$ cat src/rtl/load_data_unit.sv
// Load data unit: issues one aligned word read for a RISC-V load, then
// extracts and sign/zero-extends the requested byte, half or word.
// Misaligned accesses and illegal funct3 codes complete immediately with err
// set and never touch memory.
module load_data_unit (
  input  logic        clk,
  input  logic        rst_n,
  input  logic        start,
  input  logic [31:0] inst,
  input  logic [31:0] addr,
  output logic        mem_req,
  output logic [31:0] mem_addr,
  input  logic        mem_gnt,
  input  logic [31:0] mem_rdata,
  input  logic        mem_rvalid,
  output logic        busy,
  output logic        done,
  output logic [31:0] rd_data,
  output logic        err
);

  typedef enum logic [1:0] {
    ST_IDLE = 2'b00,
    ST_REQ  = 2'b01,
    ST_WAIT = 2'b10,
    ST_DONE = 2'b11
  } state_t;

  localparam logic [6:0] OPC_LOAD = 7'b0000011;

  // Flags funct3 codes that are not loads, and loads whose width does not
  // fit inside one aligned word at the given byte offset.
  function automatic logic bad_access(input logic [2:0] f3, input logic [1:0] off);
    logic bad;
    bad = 1'b0;
    case (f3)
      3'b000, 3'b100: bad = 1'b0;
      3'b001, 3'b101: bad = off[0];
      3'b010:         bad = (off != 2'b00);
      default:        bad = 1'b1;
    endcase
    return bad;
  endfunction

  // Picks the addressed byte lane / half-word lane and extends it to 32 bits.
  function automatic logic [31:0] extract_load(input logic [2:0] f3,
                                               input logic [1:0] off,
                                               input logic [31:0] word);
    logic [7:0]  byte_v;
    logic [15:0] half_v;
    logic [31:0] res;
    byte_v = 8'h00;
    res    = 32'h0000_0000;
    case (off)
      2'b00:   byte_v = word[7:0];
      2'b01:   byte_v = word[15:8];
      2'b10:   byte_v = word[23:16];
      2'b11:   byte_v = word[31:24];
      default: byte_v = 8'h00;
    endcase
    half_v = off[1] ? word[31:16] : word[15:0];
    case (f3)
      3'b000:  res = {{24{byte_v[7]}}, byte_v};
      3'b100:  res = {24'h00_0000, byte_v};
      3'b001:  res = {{16{half_v[15]}}, half_v};
      3'b101:  res = {16'h0000, half_v};
      3'b010:  res = word;
      default: res = 32'h0000_0000;
    endcase
    return res;
  endfunction

  state_t      state_r;
  logic [2:0]  funct3_r;
  logic [1:0]  off_r;
  logic        load_start_s;
  logic        bad_s;
  logic        unused_inst_s;

  // Decode an incoming issue request: only load opcodes are accepted.
  always_comb begin
    load_start_s  = 1'b0;
    bad_s         = 1'b0;
    unused_inst_s = ^{inst[31:15], inst[11:7]};
    if (start && (inst[6:0] == OPC_LOAD)) begin
      load_start_s = 1'b1;
      bad_s        = bad_access(inst[14:12], addr[1:0]);
    end else begin
      load_start_s = 1'b0;
      bad_s        = 1'b0;
    end
  end

  // Transaction FSM; every output is a register updated alongside the state.
  always_ff @(posedge clk or negedge rst_n) begin
    if (!rst_n) begin
      state_r  <= ST_IDLE;
      funct3_r <= 3'b000;
      off_r    <= 2'b00;
      mem_req  <= 1'b0;
      mem_addr <= 32'h0000_0000;
      busy     <= 1'b0;
      done     <= 1'b0;
      rd_data  <= 32'h0000_0000;
      err      <= 1'b0;
    end else begin
      case (state_r)
        ST_IDLE: begin
          if (load_start_s) begin
            funct3_r <= inst[14:12];
            off_r    <= addr[1:0];
            busy     <= 1'b1;
            if (bad_s) begin
              // Rejected access: report straight away, memory untouched.
              state_r <= ST_DONE;
              done    <= 1'b1;
              err     <= 1'b1;
              rd_data <= 32'h0000_0000;
            end else begin
              state_r  <= ST_REQ;
              mem_req  <= 1'b1;
              mem_addr <= {addr[31:2], 2'b00};
            end
          end else begin
            state_r <= ST_IDLE;
          end
        end
        ST_REQ: begin
          // Request and address stay frozen until the memory grants.
          if (mem_gnt) begin
            state_r  <= ST_WAIT;
            mem_req  <= 1'b0;
            mem_addr <= 32'h0000_0000;
          end else begin
            state_r <= ST_REQ;
          end
        end
        ST_WAIT: begin
          if (mem_rvalid) begin
            state_r <= ST_DONE;
            done    <= 1'b1;
            err     <= 1'b0;
            rd_data <= extract_load(funct3_r, off_r, mem_rdata);
          end else begin
            state_r <= ST_WAIT;
          end
        end
        ST_DONE: begin
          // rd_data and err keep their values until the next completion.
          state_r <= ST_IDLE;
          done    <= 1'b0;
          busy    <= 1'b0;
        end
        default: begin
          state_r  <= ST_IDLE;
          mem_req  <= 1'b0;
          mem_addr <= 32'h0000_0000;
          busy     <= 1'b0;
          done     <= 1'b0;
        end
      endcase
    end
  end

endmodule

$ cat config.mk
export PLATFORM = sky130hd
export DESIGN_NAME = load_data_unit
export DESIGN_NICKNAME = d
export VERILOG_FILES = /design/src/rtl/load_data_unit.sv
export SDC_FILE = /design/constraint.sdc
export NUM_CORES = 1
export LEC_CHECK = 0
export CAP_MARGIN = 20
export CORE_MARGIN = 1
export CORE_UTILIZATION = 44
export DETAILED_ROUTE_END_ITERATION = 10
export HOLD_SLACK_MARGIN = 0.12
export PLACE_DENSITY = 0.94
export SYNTH_ARGS = -nofsm -noshare
export SYNTH_HDL_FRONTEND = slang
export SYNTH_SLANG_ARGS = --single-unit
$ cat constraint.sdc
create_clock -name clk -period 3.04 [get_ports clk]
set_clock_uncertainty 0.2 [all_clocks]
set_input_delay 0.608 -clock clk [delete_from_list [all_inputs] [get_ports clk]]
set_output_delay 0.608 -clock clk [all_outputs]
set_load 0.03 [all_outputs]
After elaboration in Yosys (flattened, before gate mapping)
Index checks and enable logic that the tools add are counted.
W data, S select, Z words.
{"block": "op_classes", "n_reduce_logical": 17, "mux": 31, "eq_ne": 20}
{"operator": "$mux W32", "n": 6}
{"operator": "$pmux W32 S5", "n": 1}
{"operator": "$pmux W32 S2", "n": 2}
{"operator": "$pmux W8 S4", "n": 1}
{"operator": "$mux W16", "n": 1}
{"operator": "$eq A3 B3 Y1 const B", "n": 4}
{"operator": "$reduce_and A4 Y1", "n": 3}
{"operator": "$mux W1", "n": 11}
{"operator": "$ne A2 B2 Y1 const B", "n": 5}
{"operator": "$eq A2 B2 Y1 const B", "n": 4}
{"operator": "$pmux W2 S4", "n": 1}
{"operator": "$reduce_bool A2 Y1", "n": 4}
{"operator": "$eq A7 B2 Y1 const B", "n": 1}
{"operator": "$eq A3 B1 Y1 const B", "n": 2}
{"operator": "$eq A3 B2 Y1 const B", "n": 2}
{"operator": "$logic_not A3 Y1", "n": 2}
{"operator": "$mux W2", "n": 3}
{"operator": "$pmux W1 S2", "n": 3}
{"operator": "$pmux W1 S3", "n": 2}
{"operator": "$eq A2 B1 Y1 const B", "n": 2}
{"operator": "$logic_not A2 Y1", "n": 2}
{"operator": "$reduce_and A2 Y1", "n": 2}
{"operator": "$reduce_or A2 Y1", "n": 2}
{"operator": "$reduce_bool A3 Y1", "n": 1}
{"operator": "$logic_and A1 B1 Y1", "n": 1}
{"block": "word_totals", "elab_cells": 77, "output_inout_bits": 68, "in_bits": 101, "reg_bits": 75}

Longest topological paths before layout
Gate-level depths: netlist (run 1).
{"block": "depth", "ltp_word": 7, "mapped_depth": 7}

Worst setup path after synthesis (run 1)
No wires, ideal clock.
{"block": "synth_path", "path_kind": "input-to-reg", "from": "in inst[6]", "to": "reg rd_data[22]", "path_stages": 5, "t_required_ns": 2.719, "path_buffers": 1, "slack_ns": 0.989, "setup_time_ns": 0.121, "t_arrival_ns": 1.730, "path_cell_list": "nor4b_2 > nand2_1 > o31a_4 > buf_6 > a22o_1"}
{"block": "synth_between", "elab_chain_cells": 5}
{"element": "start, declared", "line_no": "9", "text": "input logic [31:0] inst,"}
{"element": "$eq A7 B2 Y1 (*)", "line_no": "85", "text": "if (start && (inst[6:0] == OPC_LOAD)) begin"}
{"element": "$logic_and A1 B1 Y1 (*)", "line_no": "85"}
{"element": "$mux W1", "line_no": "85"}
{"element": "$ne A2 B2 Y1 (no line)"}
{"element": "$reduce_and A4 Y1 (no line) (*)"}
{"element": "end signal, assigned", "line_no": "143", "text": "rd_data <= extract_load(funct3_r, off_r, mem_rdata);"}
{"element": "end, declared", "line_no": "18", "text": "output logic [31:0] rd_data,"}
Mark *: on every way between the ends. The rest lies on a longest branch, timed or not.
A chain may end at the register's enable or synchronous reset.

Final worst setup path (run 1)
{"block": "layout_path", "from": "in inst[12]", "to": "reg mem_addr[2]"}
{"block": "layout_between", "elab_chain_cells": 6}
{"element": "$eq A3 B1 Y1 (tied with other cells)", "line_no": "36", "text": "case (f3)"}
{"element": "$reduce_or A2 Y1", "line_no": "36"}
{"element": "$pmux W1 S3 (*)", "line_no": "36"}
{"element": "$mux W1 (*)", "line_no": "85"}
{"element": "$ne A2 B2 Y1 (no line) (*)"}
{"element": "$reduce_and A4 Y1 (no line) (*)"}
{"element": "end signal, assigned", "line_no": "122", "text": "mem_addr <= {addr[31:2], 2'b00};"}
{"element": "end, declared", "line_no": "12", "text": "output logic [31:0] mem_addr,"}
Marks and branches as above.

==> summary by stage, run 1 <==
Final layout
For this run, the share of the core covered by cells in the final layout is 0.672. For this run, the post-layout net count is 543. The most frequent standard cell in the layout excluding fill and tap cells is sky130_fd_sc_hd__clkdlybuf4s50_1. The repair_antennas step left the layout with diodes totalling 0.

The area added between synthesis and finish is 46.3%. The post-route standard cell area excluding fillers is 5220 um2. The share of post-route cells with drive strength above 1 is 0.0761. In the layout the commonest cells are sky130_fd_sc_hd__clkdlybuf4s50_1, sky130_fd_sc_hd__dfrtp_1, sky130_fd_sc_hd__a22o_1, sky130_fd_sc_hd__nand2_1, sky130_fd_sc_hd__mux2i_1. The final cell count without fillers is ~550.

Die
The core region is 7770 um2. The full die area is 8480 um2. The vertical die dimension is 92.1 um. After floorplanning, the core was divided into 32 placement rows. From left edge to right edge, the die measures 92.1 um. For this configuration, the core starts out at a cell density of 0.460.

In this run the count of I/O pins placed on the die edge is 169.

Clocking
The tree is rooted in a sky130_fd_sc_hd__clkbuf_8. The CTS H-tree depth is 3. The post-cts resize count is 0. The clock reaches the later pin of the worst-skew pair after 330 ps. The post-CTS repair timing setup buffer count is 0. Hold repair after CTS inserted 0 buffers.

After clock tree synthesis, the clock-pin slew on the worst setup and hold paths is 80 ps. The clock tree from TritonCTS is built. The deepest clock path buffer count is 2. The number of buffers inserted during clock tree synthesis is 9. The number of clock sinks seen by CTS is 73.

Yosys
In the synthesized netlist the async set-or-reset flop fraction comes to 1.00. The Yosys step of the flow raised 0 warnings. For this run, the register share of the synthesized area comes to 0.512. The synthesized area per cell is 11.6 um2. The post-synthesis cell count is between 300 and 400. Yosys mapped a number of flops with a built-in enable equal to 0. Among all flip-flop cells after synthesis, the most frequent one is sky130_fd_sc_hd__dfrtp_1. The netlist area before placement is 3570 um2. Synthesis instantiated 45 different standard cells from the library.

After synthesis the netlist holds a flip-flop and latch count of 73.

Placed design
The total placed instance area is approximately 5000 um2. The total of buffers placed on input and output ports is 144. Detailed placement finished with a half-perimeter wire length of 7440 um.

In this run, placement finished with an instance count of 533. At the end of routability-driven placement, the weighted congestion stood at 0.890.

STA
The time the worst path needs with I/O delays and setup is 2550 ps. The worst relative slew slack is 0.371. The max-slew violation total from the final report came to 0. Setup repair after global routing left no endpoint under its margin. In the finished design, the share of the clock period the worst path needs comes to 0.839. Setup violations remaining at the end of the flow were counted as 0. In the final timing run, aggregate negative setup slack is 0 ps.

For the pin with the worst max-slew slack, the measured transition is 944 ps. Static timing analysis puts the maximum clock frequency at 392 MHz. The final-report hold violation count is 0.

Setup path
The slowest cell on the critical path is sky130_fd_sc_hd__a21o_1. The delay contributed by the slowest stage of the critical path is 540 ps. The logic depth of the worst setup path including buffers is 5.

The arrival time of data at the critical path endpoint is around 2600 ps. The count of buffer and inverter cells on the critical path is 1. The worst register-to-register path has a setup slack of 580 ps. Traced cell by cell, the critical path runs through clkdlybuf4s50_1 > nor4_1 > o2111ai_1 > a21o_1 > a22o_1. By startpoint and endpoint, the worst setup path is classified as input port to flop.

The worst setup path is captured at a flop. The top cell family by delay on the critical path is compound AO/OA/AOI/OAI gates. The data required time of the worst path is around 3100 ps.

The largest fanout of any net on the critical path is 30. The worst register-to-register path begins at off_r[1]. Counting cells, the worst reg-to-reg path comes to 5.

The worst register-to-register path ends at rd_data[27]. The startpoint type of the worst setup path is an input port.

Power
The worst-case IR drop observed on VDD is 0.287 mV. For this design the static power due to leakage is 2.31 nW. Dividing total power by cell area gives a power density of 744 nW/um2.

Routing
The total number of vias is 3144. The via count normalized by instance count is between 5 and 6. Once detail routing completed, the nets flagged for antenna violations numbered 0. The number of iterations in the first detailed-routing pass is 4. Summed over all layers, the routed wires come to 10200 um. The initial DRC count is around 200. The number of remaining DRC errors is 0. The final routed wire length divided by cell count is 18.6 um.

Global routing
For this run, the total global-route usage over all layers was measured as 0.248. The wire length of the first global-routing pass is 16100 um. The number of antenna violations at the first check in global routing is 0. The total overflow left after global routing is 0.

Entering global routing, the biggest net connects 42 pins. The via count of the first global-routing pass is 3198.

Run status
The flow ran to the end, and the final reports show no timing, DRC or antenna violations.

Run
Across the run, the number of max-cap violations was 0.

Min path
The path type of the worst min-delay path is input port to async pin.
cells in the mapped netlist (2+ instances only):
library cell / instances / share of area
sky130_fd_sc_hd__clkbuf_1: 7 / 0.0074
sky130_fd_sc_hd__buf_4: 4 / 0.0084
sky130_fd_sc_hd__dfrtp_1: 73 / 0.51
sky130_fd_sc_hd__a221oi_1: 8 / 0.020
sky130_fd_sc_hd__or3_1: 2 / 0.0035
sky130_fd_sc_hd__nand2b_1: 6 / 0.011
sky130_fd_sc_hd__a21oi_1: 6 / 0.0084
sky130_fd_sc_hd__o21ai_0: 17 / 0.024
sky130_fd_sc_hd__a2bb2oi_1: 7 / 0.017
sky130_fd_sc_hd__buf_2: 9 / 0.013
sky130_fd_sc_hd__nand2_1: 28 / 0.029
sky130_fd_sc_hd__nor2b_1: 2 / 0.0035
sky130_fd_sc_hd__buf_6: 7 / 0.022
sky130_fd_sc_hd__o2bb2ai_1: 12 / 0.029
sky130_fd_sc_hd__a22o_1: 47 / 0.12
sky130_fd_sc_hd__mux2_2: 5 / 0.016
sky130_fd_sc_hd__a21o_1: 4 / 0.0084
sky130_fd_sc_hd__nor2_1: 6 / 0.0063
sky130_fd_sc_hd__inv_1: 10 / 0.011
sky130_fd_sc_hd__a22oi_1: 3 / 0.0063
sky130_fd_sc_hd__o2111ai_1: 5 / 0.012
sky130_fd_sc_hd__mux2i_1: 18 / 0.050
worst max path at each step:
stage	startpoint	slack, ps	end
floorplan	inst[6]	990	rd_data[22]
global placement	inst[12]	280	mem_addr[10]
detailed placement	inst[12]	160	mem_addr[14]
CTS	inst[12]	520	mem_addr[2]
global route	inst[12]	360	mem_addr[2]
finish	inst[12]	490	mem_addr[2]
registers in the layout (all words and copies together) (netlist names):
signal	count
err	1
busy	1
funct3_r	3
state_r	2
done	1
off_r	2
rd_data	32
mem_addr	30
mem_req	1
cell type report:
cell class	count	area [um2]
tap	102	128
clock inverter	4	76.3
sequential	73	1830
multi-input combinational	200	1530
fill	607	2550
clock buffer	12	145
inverter	10	37.5
timing repair buffer	148	1480
worst reg2reg max path: cells and delay by family (launching register included):
| family | cells | cell delay, ps |
|---|---|---|
| buffers and inverters | 1 | 310 |
| muxes | 2 | 760 |
| DFF | 1 | 690 |
| AOI/OAI and AO/OA | 2 | 400 |
kinds of logic after synthesis:
family | count (synthesis) | synth area share
flip-flops | 73 | 0.512
buffers and inverters | 37 | 0.0610
AO/OA/AOI/OAI | 113 | 0.252
AND/OR/NAND/NOR | 59 | 0.0911
multiplexers | 26 | 0.0831
other | 1 | 0.00105
through the flow:
step / hold slack, ps / setup slack (ps) / power (mW)
after floorplan: 112 / 989 / 2.37
after detailed placement: 265 / 160 / 3.05
after global routing: 186 / 358 / 4.06
after CTS: 146 / 524 / 3.90
final: 135 / 489 / 3.89
after global placement: 272 / 284 / 2.99
report_power, final:
| part | leakage, nW | total [mW] | internal (mW) | switching [mW] |
|---|---|---|---|---|
| Combinational | 1.24 | 1.67 | 0.757 | 0.915 |
| Clock | 0.107 | 0.844 | 0.487 | 0.356 |
| Sequential | 0.964 | 1.37 | 1.20 | 0.172 |
| Total | 2.31 | 3.89 | 2.44 | 1.44 |
layer usage:
layer	vias to the layer above	part of all wire	wire, um	track usage
li1	1420	-	-	-
met1	1495	0.38	3920	0.305
met2	212	0.50	5110	0.415
met3	17	0.097	987	0.0614
met4	0	0.019	197	0.102
met5	-	0	0	0
No activity file was read; power rests on OpenSTA's default activity.
==> inputs of run 2 (changes only) <==
--- a/config.mk
+++ b/config.mk
@@ -7,10 +7,10 @@
 export LEC_CHECK = 0
 export CAP_MARGIN = 20
 export CORE_MARGIN = 1
-export CORE_UTILIZATION = 44
+export CORE_UTILIZATION = 37
 export DETAILED_ROUTE_END_ITERATION = 10
 export HOLD_SLACK_MARGIN = 0.12
-export PLACE_DENSITY = 0.94
+export PLACE_DENSITY = 0.85
 export SYNTH_ARGS = -nofsm -noshare
 export SYNTH_HDL_FRONTEND = slang
 export SYNTH_SLANG_ARGS = --single-unit
==> constraint.sdc (replaced) <==
create_clock -name clk -period 2.04 [get_ports clk]
set_clock_uncertainty 0.2 [all_clocks]
set_input_delay 0.408 -clock clk [delete_from_list [all_inputs] [get_ports clk]]
set_output_delay 0.408 -clock clk [all_outputs]
set_load 0.03 [all_outputs]
==> summary by stage, run 2 (synthesized netlist as in run 1, its figures left out) <==
Routing
The via count normalized by instance count is 5.35 (was 5.73). The number of remaining DRC errors is 0 (unchanged). The total number of vias is 3201 (was 3144). The initial DRC count is 98 (was 196). The final wirelength is 10800 um (was 10200 um).

The number of iterations in the first detailed-routing pass came to 4 (unchanged). The number of nets still failing antenna checks after routing came to 0 (unchanged). The final routed wire length divided by cell count was 18.1 um (was 18.6 um).

Placed design
The half-perimeter wire length after detailed placement is 7580 um (was 7440 um). The total placed instance area was 5210 um2 (was 5000 um2). The total of buffers placed on input and output ports is 144 (unchanged). The final estimated routing congestion in global placement is 0.859 (was 0.890).

Setup path
The critical path endpoint category is a flop (unchanged). The capture point of the worst path was rd_data[9] (was mem_addr[2]). The startpoint type of the worst setup path is an input port (unchanged). The data required time of the worst path came to 2060 ps (was 3060 ps).

The worst flop-to-flop path endpoint is rd_data[9] (was rd_data[27]). The delay contributed by the slowest stage of the critical path is 500 ps (was 540 ps). The launch point of the critical path is mem_rdata[7] (was inst[12]). The worst setup path category was input port to flop (unchanged). The arrival time of data at the critical path endpoint is 2060 ps (was 2570 ps). Critical-path cell list: clkdlybuf4s50_1 > mux4_2 > and3b_2 > a221oi_4 > o2bb2ai_1 (was clkdlybuf4s50_1 > nor4_1 > o2111ai_1 > a21o_1 > a22o_1). The startpoint of the lowest-slack register-to-register path is off_r[1] (unchanged). The slowest cell on the critical path was sky130_fd_sc_hd__mux4_2 (was sky130_fd_sc_hd__a21o_1). The largest fanout of any net on the critical path is 8 (was 30). The top cell family by delay on the critical path is multiplexers (was compound AO/OA/AOI/OAI gates). The count of buffer and inverter cells on the critical path is 1 (unchanged). The count of cells along the worst register-to-register path is 4 (was 5).

The setup slack of the worst register-to-register path is 100 ps (was 580 ps). The logic depth of the worst setup path including buffers is 5 (unchanged).

Power
The power density over the cells was 1070 nW/um2 (was 744 nW/um2). The total chip power was 6.12 mW (was 3.89 mW). The leakage power was 3.21 nW (was 2.31 nW). The peak ir drop on the vdd network is 0.383 mV (was 0.287 mV).

Global routing
The combined global-route utilization of all metal layers is 0.223 (was 0.248). The wire length of the first global-routing pass is 17000 um (was 16100 um). The final global-route overflow total is 0 (unchanged). The largest net degree at the start of global routing came to 74 (was 42). The via count of the first global-routing pass is 3349 (was 3198). The number of antenna violations at the first check in global routing is 1 (was 0).

Clocking
The number of buffers inserted during clock tree synthesis is 9 (unchanged). The CTS root buffer is sky130_fd_sc_hd__clkbuf_8 (unchanged). The deepest clock path buffer count is 2 (unchanged). The number of clock sinks seen by CTS is 73 (unchanged).

The clock-pin slew on the worst setup and hold paths is 80 ps (about the same). The clock insertion delay at the later pin of the skew report is 340 ps (was 330 ps). The clock tree from TritonCTS is built (unchanged). The CTS H-tree depth came to 3 (unchanged). The post-CTS repair timing setup buffer count is 0 (unchanged).

Die
The number of placed I/O pins came to 169 (unchanged). The starting density of the core is 0.385 (was 0.460). The width of the die is 100 um (was 92.1 um).

The vertical die dimension is 100 um (was 92.1 um). The core box area came to 9280 um2 (was 7770 um2). The total number of placement rows is 35 (was 32). The full die area was 10000 um2 (was 8480 um2).

STA
The worst path in the final design needs a cycle of 2030 ps, including I/O delays and setup. The peak clock frequency supported by timing is roughly 490 MHz. The total of endpoints with negative setup slack in the final report was 0 (unchanged). In the finished design, the share of the clock period the worst path needs comes to 0.997. The max-slew violation total from the final report is 0 (unchanged).

The final-report hold violation count was 0 (unchanged).

Final layout
The share of post-route cells with drive strength above 1 is 0.154 (was 0.0761). The most frequent standard cell in the layout excluding fill and tap cells is sky130_fd_sc_hd__clkdlybuf4s50_1 (unchanged). The final design utilization is 0.619 (was 0.672). The area added between synthesis and finish is 60.9% (was 46.3%).

The post-route standard cell area excluding fillers is 5740 um2 (was 5220 um2). Top library cells by usage in the layout, fill and taps aside: sky130_fd_sc_hd__clkdlybuf4s50_1, sky130_fd_sc_hd__dfrtp_1, sky130_fd_sc_hd__a22o_1, sky130_fd_sc_hd__dlymetal6s2s_1, sky130_fd_sc_hd__nand2_1 (was sky130_fd_sc_hd__clkdlybuf4s50_1, sky130_fd_sc_hd__dfrtp_1, sky130_fd_sc_hd__a22o_1, sky130_fd_sc_hd__nand2_1, sky130_fd_sc_hd__mux2i_1). The number of flip-flops in the largest register is 32 (unchanged). Registers with the most flip-flops: rd_data (32), mem_addr (30), funct3_r (3) (unchanged). The register with the most flip-flops is rd_data (unchanged).

The post-layout net count came to 564 (was 543).

Run status
Outcome: finished, final reports clean (unchanged).

Min path
The path type of the worst min-delay path is input port to flop (was input port to async pin).

Run
The count of maximum capacitance violations is 0 (unchanged).
## run 2: changes by cell type in the layout (fill, tap and decap cells not counted), sizes merged, moves of 2 or more
cell	change
clkdlybuf4s50	-50
dlymetal6s2s	+47
buf	+17
dlygate4sd2	+3
o31a	+3
clkbuf	-2
## run 2: per-stage QoR
stage	cells	hold WS, ps	setup slack [ps]	setup TNS (ps)
after floorplan	310	-87.6	189	0
after global placement	577	255	-384	-21950
after detailed placement	577	268	-434	-24220
after CTS	597	301	-1.19	-1.65
after global routing	598	194	-52.9	-52.9
final	598	199	6.47	0
## run 2: routing by layer
| metal | share of wire | wire (um) | global-route usage |
|---|---|---|---|
| met5 | 0 | 0 | 0 |
| met4 | 0.015 | 160 | 0.0870 |
| met2 | 0.48 | 5240 | 0.359 |
| met3 | 0.10 | 1100 | 0.0857 |
| met1 | 0.40 | 4340 | 0.271 |
## run 2: what timing repair did
item / 4_1_cts / 5_1_grt
endpoints found under the hold margin: 73 / 0
hold buffers: 1 / 0
pin swaps: 1 / 5
endpoints found under the setup margin: 22 / 75
resized for setup: 11 / 61
cloned: 3 / 0
## run 2: area by class of cell
class                      instances  area, um2
inverter                          10       37.5
fill                             744       3540
clock buffer                      10        138
timing repair buffer             166       1780
multi-input combinational        203       1680
antenna                            1       2.50
sequential                        73       1830
tap                              129        161
clock inverter                     6        115
## run 2: worst min-delay path by stage
stage | start | end | slack [ps] | cells after the start
6_report | inst[12] | funct3_r[0] | 200 | 2
5_1_grt | inst[12] | funct3_r[0] | 190 | 2
4_1_cts | rd_data[7] | rd_data[7] | 300 | 1
3_5_place_dp | rst_n | mem_addr[22] | 270 | 2
3_3_place_gp | rst_n | mem_addr[26] | 260 | 2
2_1_floorplan | rst_n | busy | -90 | 0
## run 2: power by group
part           leakage (nW)  switching (mW)  internal (mW)
Clock                 0.123           0.560          0.850
Combinational          2.13            1.45           1.22
Sequential            0.963           0.251           1.79
Total                  3.21            2.26           3.86
## run 2: worst register-to-register path: stages (launching register included)
cell	delay, ps
sky130_fd_sc_hd__dfrtp_1	410
sky130_fd_sc_hd__mux4_2	530
sky130_fd_sc_hd__and3b_2	330
sky130_fd_sc_hd__a221oi_4	250
sky130_fd_sc_hd__o2bb2ai_1	100
==> inputs of run 3 (changes only) <==
--- a/config.mk
+++ b/config.mk
@@ -5,12 +5,13 @@
 export SDC_FILE = /design/constraint.sdc
 export NUM_CORES = 1
 export LEC_CHECK = 0
-export CAP_MARGIN = 20
 export CORE_MARGIN = 1
 export CORE_UTILIZATION = 37
 export DETAILED_ROUTE_END_ITERATION = 10
 export HOLD_SLACK_MARGIN = 0.12
 export PLACE_DENSITY = 0.85
+export SKIP_CTS_REPAIR_TIMING = 1
+export SLEW_MARGIN = 20
 export SYNTH_ARGS = -nofsm -noshare
 export SYNTH_HDL_FRONTEND = slang
 export SYNTH_SLANG_ARGS = --single-unit
==> summary by stage, run 3 (synthesized netlist as in run 1, its figures left out) <==
Clocking
The CTS root buffer is sky130_fd_sc_hd__clkbuf_8 (unchanged). The clock-pin slew on the worst setup and hold paths is 80 ps (about the same). The deepest clock path buffer count is 2 (unchanged). The CTS H-tree depth is 3 (unchanged).

The clock insertion delay at the later pin of the skew report is 350 ps (was 340 ps). The clock tree from TritonCTS was built (unchanged). The number of clock sinks seen by CTS came to 73 (unchanged). The number of buffers inserted during clock tree synthesis was 9 (unchanged).

Setup path
The arrival time of data at the critical path endpoint is 2040 ps (was 2060 ps). The critical path endpoint category is a flop (unchanged). The worst setup path category is input port to flop (unchanged).

The startpoint type of the worst setup path was an input port (unchanged). The data required time of the worst path came to 2060 ps (about the same). Critical-path cell list: clkdlybuf4s50_1 > mux4_2 > and3b_2 > a221oi_2 > o2bb2ai_1 (was clkdlybuf4s50_1 > mux4_2 > and3b_2 > a221oi_4 > o2bb2ai_1). The largest fanout of any net on the critical path is 8 (unchanged). The setup slack of the worst register-to-register path is 80 ps (was 100 ps). The delay contributed by the slowest stage of the critical path is 490 ps (was 500 ps). The slowest cell on the critical path is sky130_fd_sc_hd__mux4_2 (unchanged).

Final layout
The number of fillers in the final layout was 752 (was 744). The register with the most flip-flops was rd_data (unchanged). Top library cells by usage in the layout, fill and taps aside: sky130_fd_sc_hd__clkdlybuf4s50_1, sky130_fd_sc_hd__dfrtp_1, sky130_fd_sc_hd__dlymetal6s2s_1, sky130_fd_sc_hd__a22o_1, sky130_fd_sc_hd__nand2_1 (was sky130_fd_sc_hd__clkdlybuf4s50_1, sky130_fd_sc_hd__dfrtp_1, sky130_fd_sc_hd__a22o_1, sky130_fd_sc_hd__dlymetal6s2s_1, sky130_fd_sc_hd__nand2_1). The final design utilization is 0.616 (was 0.619). The sequential cell area was 1830 um2 (unchanged).

The final cell count without fillers is 598 (unchanged). The most frequent standard cell in the layout excluding fill and tap cells is sky130_fd_sc_hd__clkdlybuf4s50_1 (unchanged). The area added between synthesis and finish was 60.2% (was 60.9%). The area of the multi-input gates was 1650 um2 (was 1680 um2). The share of post-route cells with drive strength above 1 is 0.147 (was 0.154). The number of flip-flops in the largest register is 32 (unchanged). The post-layout net count came to 564 (unchanged). Registers with the most flip-flops: rd_data (32), mem_addr (30), funct3_r (3) (unchanged).

Routing
The final wirelength was 10900 um (was 10800 um). The via count normalized by instance count was 5.38 (was 5.35). The number of remaining DRC errors is 0 (unchanged).

The final routed wire length divided by cell count is 18.2 um (was 18.1 um). The number of iterations in the first detailed-routing pass is 4 (unchanged). The initial DRC count is 142 (was 98). The total number of vias is 3216 (was 3201). The number of nets still failing antenna checks after routing was 0 (unchanged).

STA
Setup repair after global routing left no endpoint under its margin. The peak clock frequency supported by timing is 495 MHz (was 492 MHz). The total of endpoints with negative setup slack in the final report came to 0 (unchanged). The setup TNS is 0 ps (unchanged). The max-slew violation total from the final report was 0 (unchanged).

The time the worst path needs with I/O delays and setup came to 2020 ps (was 2030 ps). The final-report hold violation count is 0 (unchanged). The final critical-path share of the clock period is 0.990 (was 0.997).

Power
The leakage power is 3.22 nW (was 3.21 nW). The power density over the cells is 1070 nW/um2 (about the same). The total chip power is 6.11 mW (was 6.12 mW). The peak ir drop on the vdd network is 0.396 mV (was 0.383 mV).

Global routing
The combined global-route utilization of all metal layers is 0.212 (was 0.223). The largest net degree at the start of global routing was 74 (unchanged). The final global-route overflow total is 0 (unchanged). The wire length of the first global-routing pass came to 16300 um (was 17000 um). The number of antenna violations at the first check in global routing is 1 (unchanged). The via count of the first global-routing pass was 3280 (was 3349).

Placed design
The half-perimeter wire length after detailed placement came to 7580 um (unchanged). The total of buffers placed on input and output ports is 144 (unchanged). The final estimated routing congestion in global placement is 0.859 (unchanged). The placed instance count is 577 (unchanged).

Die
The core box area is 9280 um2 (unchanged). The starting density of the core is 0.385 (unchanged). The number of placed I/O pins is 169 (unchanged).

The width of the die is 100 um (unchanged). The full die area is 10000 um2 (unchanged). The total number of placement rows is 35 (unchanged). The vertical die dimension is 100 um (unchanged).

Run
The count of maximum capacitance violations is 0 (unchanged).

Min path
The path type of the worst min-delay path is input port to flop (unchanged).

Run status
Outcome: finished, final reports clean (unchanged).
==> run 3: power by group <==
group	switching, mW	internal, mW
registers	0.250	1.79
logic	1.44	1.22
clock network	0.566	0.850
total	2.26	3.86
==> run 3: path summary, 6_finish.rpt <==
| check | depth (start not counted) | startpoint | end |
|---|---|---|---|
| worst max-delay path | 5 | mem_rdata[7] | rd_data[9] |
| worst min-delay path | 2 | inst[12] | funct3_r[0] |
| worst max register to register | 6 | off_r[1] | rd_data[9] |
| worst min register to register | 1 | rd_data[8] | rd_data[8] |
| max in group asynchronous | 3 | rst_n | rd_data[14] |
| min in group asynchronous | 3 | rst_n | mem_addr[22] |
==> run 3: per-stage QoR <==
stage                     area (um2)  worst slack (ps)  hold WS [ps]
after floorplan                 3570               189         -87.6
after global placement          5210              -384           255
after detailed placement        5210              -434           268
after CTS                       5460             -65.4          -115
after global routing            5720              3.20           194
final                           5720              20.0           191
==> run 3: critical path: cells and delay by family <==
family | cells | cell delay, ps
multiplexers | 1 | 490
buffers and inverters | 1 | 470
AO/OA/AOI/OAI | 2 | 360
AND/OR/NAND/NOR | 1 | 320
==> run 3: final cells by class <==
cell class	instances	area share
well taps	129	0.0282
clock inverters	6	0.0201
diodes	1	0.000438
multi-input cells	203	0.288
repair buffers	166	0.313
flip-flops and latches	73	0.320
clock buffers	10	0.0241
inverters	10	0.00656
==> run 3: metal layers <==
layer | global-route usage | wire (um)
met1 | 0.261 | 4380
met2 | 0.341 | 5260
met4 | 0.0825 | 164
met5 | 0 | 0
met3 | 0.0766 | 1070
